==> src/rtl/fsm_3_if.sv <==
// AXI4 write-channel bundle (address, data control, response) for fsm_3.
// wdata is not carried here; it goes straight to the input FIFO.
interface fsm_3_if;
  logic [3:0]  awid;
  logic [15:0] awaddr;
  logic [7:0]  awlen;
  logic [2:0]  awsize;
  logic [1:0]  awburst;
  logic        awvalid;
  logic        awready;
  logic        wlast;
  logic        wvalid;
  logic        wready;
  logic [3:0]  bid;
  logic [1:0]  bresp;
  logic        bvalid;
  logic        bready;

  modport master (
    output awid, awaddr, awlen, awsize, awburst, awvalid,
    output wlast, wvalid, bready,
    input  awready, wready, bid, bresp, bvalid
  );

  modport slave (
    input  awid, awaddr, awlen, awsize, awburst, awvalid,
    input  wlast, wvalid, bready,
    output awready, wready, bid, bresp, bvalid
  );
endinterface

==> src/rtl/fsm_3.sv <==
// AXI4 write-slave control FSM: accepts one AW burst, counts beats into the
// input FIFO, then returns a write response (SLVERR on burst/wlast errors).
module fsm_3 (
  input  logic        clk,
  input  logic        reset,
  fsm_3_if.slave      axs_s0,
  input  logic        in_fifo_full,
  output logic        in_fifo_push
);

  typedef enum logic [3:0] {
    INIT     = 4'b0001,
    AW_READY = 4'b0010,
    W_DATA   = 4'b0100,
    B_RESP   = 4'b1000
  } state_t;

  localparam logic [1:0] BURST_RSVD = 2'b11;
  localparam logic [1:0] RESP_OKAY  = 2'b00;
  localparam logic [1:0] RESP_SLV   = 2'b10;

  state_t      state;
  logic [3:0]  awid_q;
  logic [15:0] awaddr_q;
  logic [7:0]  awlen_q;
  logic [2:0]  awsize_q;
  logic [1:0]  awburst_q;
  logic [7:0]  cnt;
  logic        err;

  logic        wready_c;
  logic        beat_acc;
  logic        last_beat;
  logic        unused_cap;

  // Captured address fields are held for downstream visibility only.
  assign unused_cap = ^{awaddr_q, awlen_q, awsize_q, awburst_q};

  assign wready_c  = (state == W_DATA) && !in_fifo_full;
  assign beat_acc  = wready_c && axs_s0.wvalid;
  assign last_beat = (cnt == 8'd0);

  always_comb begin
    axs_s0.awready = (state == AW_READY);
    axs_s0.wready  = wready_c;
    axs_s0.bvalid  = (state == B_RESP);
    axs_s0.bresp   = ((state == B_RESP) && err) ? RESP_SLV : RESP_OKAY;
    axs_s0.bid     = awid_q;
    in_fifo_push   = beat_acc;
  end

  always_ff @(posedge clk or negedge reset) begin
    if (!reset) begin
      state     <= INIT;
      awid_q    <= '0;
      awaddr_q  <= '0;
      awlen_q   <= '0;
      awsize_q  <= '0;
      awburst_q <= '0;
      cnt       <= '0;
      err       <= 1'b0;
    end else begin
      case (state)
        INIT: begin
          awid_q    <= '0;
          awaddr_q  <= '0;
          awlen_q   <= '0;
          awsize_q  <= '0;
          awburst_q <= '0;
          cnt       <= '0;
          err       <= 1'b0;
          state     <= AW_READY;
        end
        AW_READY: begin
          // Fields track the bus every cycle; the handshake edge freezes them.
          awid_q    <= axs_s0.awid;
          awaddr_q  <= axs_s0.awaddr;
          awlen_q   <= axs_s0.awlen;
          awsize_q  <= axs_s0.awsize;
          awburst_q <= axs_s0.awburst;
          cnt       <= axs_s0.awlen;
          if (axs_s0.awvalid) begin
            if (axs_s0.awburst == BURST_RSVD) err <= 1'b1;
            state <= W_DATA;
          end
        end
        W_DATA: begin
          if (beat_acc) begin
            if (axs_s0.wlast != last_beat) err <= 1'b1;
            // Beat count, not wlast, ends the burst.
            if (last_beat) state <= B_RESP;
            else           cnt   <= cnt - 8'd1;
          end
        end
        B_RESP: begin
          if (axs_s0.bready) begin
            err   <= 1'b0;
            state <= AW_READY;
          end
        end
        default: state <= INIT;
      endcase
    end
  end

endmodule

==> src/flat_wrapper.sv <==
// flat-port wrapper written by rule: the top's interface ports become plain ports
module fsm_3_flat 
  (clk, reset, in_fifo_full, in_fifo_push, axs_s0_awid, axs_s0_awaddr, axs_s0_awlen, axs_s0_awsize, axs_s0_awburst, axs_s0_awvalid, axs_s0_wlast, axs_s0_wvalid, axs_s0_bready, axs_s0_awready, axs_s0_wready, axs_s0_bid, axs_s0_bresp, axs_s0_bvalid);
  fsm_3_if axs_s0_i ();
  input  logic clk;
  input  logic reset;
  input  logic in_fifo_full;
  output logic in_fifo_push;
  input wire logic [$bits(axs_s0_i.awid)-1:0] axs_s0_awid;
  input wire logic [$bits(axs_s0_i.awaddr)-1:0] axs_s0_awaddr;
  input wire logic [$bits(axs_s0_i.awlen)-1:0] axs_s0_awlen;
  input wire logic [$bits(axs_s0_i.awsize)-1:0] axs_s0_awsize;
  input wire logic [$bits(axs_s0_i.awburst)-1:0] axs_s0_awburst;
  input wire logic [$bits(axs_s0_i.awvalid)-1:0] axs_s0_awvalid;
  input wire logic [$bits(axs_s0_i.wlast)-1:0] axs_s0_wlast;
  input wire logic [$bits(axs_s0_i.wvalid)-1:0] axs_s0_wvalid;
  input wire logic [$bits(axs_s0_i.bready)-1:0] axs_s0_bready;
  output wire logic [$bits(axs_s0_i.awready)-1:0] axs_s0_awready;
  output wire logic [$bits(axs_s0_i.wready)-1:0] axs_s0_wready;
  output wire logic [$bits(axs_s0_i.bid)-1:0] axs_s0_bid;
  output wire logic [$bits(axs_s0_i.bresp)-1:0] axs_s0_bresp;
  output wire logic [$bits(axs_s0_i.bvalid)-1:0] axs_s0_bvalid;
  assign axs_s0_i.awid = axs_s0_awid;
  assign axs_s0_i.awaddr = axs_s0_awaddr;
  assign axs_s0_i.awlen = axs_s0_awlen;
  assign axs_s0_i.awsize = axs_s0_awsize;
  assign axs_s0_i.awburst = axs_s0_awburst;
  assign axs_s0_i.awvalid = axs_s0_awvalid;
  assign axs_s0_i.wlast = axs_s0_wlast;
  assign axs_s0_i.wvalid = axs_s0_wvalid;
  assign axs_s0_i.bready = axs_s0_bready;
  assign axs_s0_awready = axs_s0_i.awready;
  assign axs_s0_wready = axs_s0_i.wready;
  assign axs_s0_bid = axs_s0_i.bid;
  assign axs_s0_bresp = axs_s0_i.bresp;
  assign axs_s0_bvalid = axs_s0_i.bvalid;
  fsm_3 u_core (.clk(clk), .reset(reset), .axs_s0(axs_s0_i), .in_fifo_full(in_fifo_full), .in_fifo_push(in_fifo_push));
endmodule
==> config.mk <==
export PLATFORM = sky130hd
export DESIGN_NAME = fsm_3_flat
export DESIGN_NICKNAME = d
export VERILOG_FILES = /design/src/rtl/fsm_3_if.sv /design/src/rtl/fsm_3.sv /design/src/flat_wrapper.sv
export SDC_FILE = /design/constraint.sdc
export NUM_CORES = 1
export LEC_CHECK = 0
export ABC_AREA = 1
export CORE_ASPECT_RATIO = 1.1
export CORE_MARGIN = 3
export CORE_UTILIZATION = 38
export CTS_CLUSTER_DIAMETER = 150
export DETAILED_ROUTE_END_ITERATION = 10
export PLACE_DENSITY_LB_ADDON = 0.08
export SKIP_LAST_GASP = 1
export SYNTH_ARGS = -nofsm -noshare
export SYNTH_HDL_FRONTEND = slang
export SYNTH_SLANG_ARGS = --single-unit
==> constraint.sdc <==
create_clock -name clk -period 3.7 [get_ports clk]
set_clock_uncertainty 0.05 [all_clocks]
set_input_delay 0.555 -clock clk [delete_from_list [all_inputs] [get_ports clk]]
set_output_delay 0.555 -clock clk [all_outputs]
set_load 0.02 [all_outputs]
Yosys cells after proc, flatten, opt, wreduce, memory -nomap -nowiden
Cells that the tools add are included.

operators by class
  add/sub/neg operators = 1
  equal/unequal tests = 13
  reduce and logical (&&, ||, !) cells = 11
  mux-type cells = 16

operator list
  operator                                               number
  case mux 8 bit (3 select lines)                        1
  two-way mux 4 bit                                      4
  two-way mux 8 bit                                      2
  case mux 4 bit (4 select lines)                        1
  inequality test 2 bit, second input constant           5
  zero test 8 bit                                        1
  case mux 4 bit (2 select lines)                        1
  subtractor 8 x 1 -> 8 bit, second input constant       1
  AND reduction 6 bit                                    1
  two-way mux 1 bit                                      5
  == test 4 x 1 -> 1 bit, second input constant          1
  == test 4 x 2 -> 1 bit, second input constant          1
  == test 4 x 3 -> 1 bit, second input constant          1
  == test 4 bit, second input constant                   1
  inequality test 2 x 1 -> 1 bit, second input constant  2
  case mux 1 bit (4 select lines)                        1
  AND reduction 4 bit                                    1
  nonzero test 4 bit                                     1
  logical AND 1 bit                                      3
  AND reduction 3 bit                                    1
  nonzero test 3 bit                                     1
  == test 2 bit, second input constant                   1
  two-way mux 2 bit                                      1
  nonzero test 2 bit                                     1
  2 further kinds                                        2

word-level totals
  word-level logic and storage cells = 45
  bits of input ports = 40
  output and inout port bits = 10
  register bits = 17

Longest topological paths before layout
  depth in word-level cells = 5
  mapped depth = 10
  depth with buffers taken out = 10

Worst setup path after synthesis
No wires, ideal clock.

  path kind = flip-flop to output port
  from = reg u_core.state[1]
  to = out axs_s0_wready
  data required time = 3.095 ns
  data arrival time = 0.972 ns
  path slack = 2.123 ns
  cell stages (with the launch flop) = 4
  path buffers = 0
  path through = dfrtp_1 nor2_4 nand3_4 nor2_1

between the ends
  word-level cells in the longest chain between the ends = 2

RTL lines
  item                    RTL line            RTL
  start, declared         fsm_3.sv:22         state_t state;
  start signal, assigned  fsm_3.sv:54         state <= INIT;
  start signal, assigned  fsm_3.sv:72         state <= AW_READY;
  start signal, assigned  fsm_3.sv:84         state <= W_DATA;
  == test 4 x 3 -> 1 bit  fsm_3.sv:39         assign wready_c = (state == W_DATA) && !in_fifo_full;
  logical AND 1 bit       fsm_3.sv:39
  end, declared           flat_wrapper.sv:19  output wire logic [$bits(axs_s0_i.wready)-1:0] axs_s0_wready;

No other way between the ends.

Final worst setup path
  from = in in_fifo_full
  to = out in_fifo_push

between the ends
  word-level cells in the longest chain between the ends = 3

RTL lines
  item               RTL line           RTL
  start, declared    flat_wrapper.sv:7  input logic in_fifo_full;
  zero test 1 bit    fsm_3.sv:39
  logical AND 1 bit  fsm_3.sv:39
  logical AND 1 bit  fsm_3.sv:40        assign beat_acc = wready_c && axs_s0.wvalid;
  end, declared      flat_wrapper.sv:8  output logic in_fifo_push;

No other way between the ends.

==> key figures <==
Outcome
  – Status: completed

Route
  – Remaining DRCs: 0
  – Via count: 1,053
  – Initial drt markers: 25
  – Final ANT Viol Nets: 0
  – Avg WL per Cell: ~12 um
  – DRT Pass-1 Iters: 4
  – Drt via density: between 4 and 5
  – Routed wire length: 2670 um

Synth
  – Syn nets: 200
  – Synth Instances: 158
  – Sequential fraction of the synthesis area: between 30% and 40%
  – Mean Syn Cell Area: 7.31 sq um
  – FF+latch count, synth: 17
  – Warnings, synthesis: 0
  – Synth cell types: 25
  – Cell area after synthesis: 1150 sq um

Pwr
  – Combinational Power Share: 63.9%
  – Lkg Pwr: 0.728 nW
  – Sw power: 0.582 mW
  – Clock power frac: 8.9%
  – Maximum VDD drop: 0.000469 V
  – Sw Share: about half
  – Cell internal pwr: roughly 0.57 mW
  – Pwr dens: 773 nW/um^2
  – Reg power frac: 27.2%

STA
  – Final worst path period share: 68.9%
  – Setup_tns: 0 ps
  – Hold Vio Cnt, Final: 0
  – Fmax: 392 MHz
  – Final setup vio count: 0
  – RSZ-0062 raised after global routing: no
  – Max Slew Vio Count: 0
  – Final min period: about 2600 ps
  – Slack of the critical path: between 1000 and 1500 ps
  – Worst-Margin Slew: 821 ps
  – Slew margin rel.: roughly 45%

Floorplanning
  – IO Pins: 50
  – Die span in y: 63.8 um
  – Die area: approximately 3700 sq um
  – Row count: 20
  – Core region area: roughly 2800 sq um
  – Initial core utilization: roughly two fifths
  – Die X-Extent: a little under 60 um

Finish
  – Commonest non-fill, non-tap cell in the layout: nand2_1
  – P&R area growth vs syn: 28.6%
  – Share of cells above drive strength 1: 13.2%
  – ANT cells: 0
  – Fin util: a little over half
  – Net count, final: 232
  – Most frequent cells in the layout: 48 x nand2_1, 29 x clkdlybuf4s50_1, 17 x inv_1, 16 x dfrtp_1, 15 x nor2_1
  – Multi-input logic area: 614 sq um
  – Fill cell count: 284
  – Post-route cell area: 1490 sq um
  – Reg area: about 430 sq um

Worst setup path
  – Setup crit start: in_fifo_full
  – CP Data Arrival Time: 1950 ps
  – CP Launch Type: primary input
  – Flop-to-flop setup slack: 2060 ps
  – Cells on worst reg2reg path: 8
  – CP required: 3090 ps
  – Critical path type: primary input to output port
  – Crit path max fanout: 3
  – Reg2reg end: u_core.cnt[2]
  – Crit path capture type: output port
  – CP endpoint: in_fifo_push
  – Worst R2R Start: u_core.cnt[0]

Global route
  – Initial antenna violation count: 0
  – Total track usage: 15.6%
  – GRT overflow: 0
  – Global-route wire length before repair: approximately 4500 um
  – Pin count of the biggest net entering global routing: 18
  – Vias in the first global route: 1,038

Clocking
  – Clk root buf: clkbuf_4
  – CTS tree: done
  – Post-CTS Setup Bufs: 0
  – Clk buf depth: 2
  – Cts hold-fix bufs: 0
  – H-tree Lvls: 1
  – Clock latency on the worst-skew pair: 290 ps
  – Cts repair resizes: 0
  – Clk sinks: 17
  – Clk slew on worst S/H paths: ~100 ps
  – CTS buffer count: 3

Placed design
  – GP Congestion: 0.891
  – Post-place setup slack: 1150 ps
  – DPL Wire Length: 2070 um
  – Post-DP Area: about 1500 sq um
  – I/O Buffers: 29

Job
  – Max cap viols: 0

Hold path
  – Worst hold path type: flop to flop
==> through the flow <==
stage / power (mW) / hold WS, ps / instances
floorplan: 0.917 / 209 / 158
global placement: 1.04 / 413 / 218
detailed placement: 1.06 / 424 / 218
CTS: 1.16 / 451 / 222
global route: 1.28 / 466 / 222
finish: 1.15 / 444 / 222
==> flip-flops by register name (all words and copies together) (netlist names) <==
name / flops
u_core.cnt: 8
u_core.axs_s0.bid: 4
u_core.state: 4
u_core.err: 1
==> Yosys cell counts <==
master	n	area share (%)
nand3b_1	2	1.3
nand3_1	10	4.3
o21ai_1	6	2.6
nor3_4	1	1.4
nor3_1	2	0.87
nor2_4	2	2.0
nand2_1	48	16
xor2_1	2	1.5
inv_1	17	5.5
a21oi_1	4	1.7
ha_1	2	2.2
o21ai_2	4	3.0
nor2_2	2	1.1
conb_1	1	0.32
buf_4	2	1.3
nand2_2	5	2.7
nand3_4	1	1.5
buf_12	1	1.7
nor2_1	15	4.9
dfstp_2	1	2.3
o21ai_0	5	2.2
nand2_4	1	0.98
a22o_1	4	3.0
inv_2	4	1.3
dfrtp_1	16	35
==> critical path: stages <==
cell and delay, ps:
clkdlybuf4s50_1 490, nor3_4 260, clkdlybuf4s50_1 640
==> cell type report <==
cell class	count	area share [%]
clock buffer	4	1.77
inverter	21	5.31
multi-input combinational	117	41.4
sequential	17	28.7
tap	33	2.78
timing repair buffer	30	20.1
==> worst min-delay path by stage <==
stage	startpoint	end	slack (ps)	depth (start not counted)
after global routing	u_core.err	u_core.err	470	2
after detailed placement	u_core.err	u_core.err	420	2
final	u_core.err	u_core.err	440	2
after floorplan	reset	u_core.axs_s0.bid[0]	210	0
after CTS	u_core.err	u_core.err	450	2
after global placement	u_core.err	u_core.err	410	2
==> power groups by stage <==
stage / Sequential (mW) / Clock, mW / Combinational (mW)
finish: 0.312 / 0.102 / 0.734
global route: 0.321 / 0.115 / 0.840
CTS: 0.312 / 0.106 / 0.747
detailed placement: 0.316 / 0 / 0.740
global placement: 0.314 / 0 / 0.727
floorplan: 0.321 / 0 / 0.596
==> metal layers <==
| layer | share of wire (%) | GRT usage [%] | wire length, um | vias to the layer above |
|---|---|---|---|---|
| met5 | 0 | 0 | 0 | - |
| met2 | 52 | 27.2 | 1390 | 18 |
| met3 | 4.2 | 3.03 | 111 | 2 |
| met4 | 0.71 | 3.48 | 19 | 0 |
| met1 | 43 | 19.3 | 1160 | 474 |
| li1 | - | - | - | 559 |
==> cell families (layout without fill, tap and decap cells) <==
| family | after synthesis | after routing | share of synthesized area, % |
|---|---|---|---|
| and+or+nand+nor | 89 | 89 | 36.6 |
| buffers and inverters | 24 | 55 | 9.86 |
| AOI/OAI and AO/OA | 23 | 23 | 12.6 |
| DFF | 17 | 17 | 36.9 |
| adders and majority gates | 2 | 2 | 2.17 |
| xor gates and xnor gates | 2 | 2 | 1.52 |
| other | 1 | 1 | 0.325 |
Note: power is estimated with default switching activity, not from simulation.
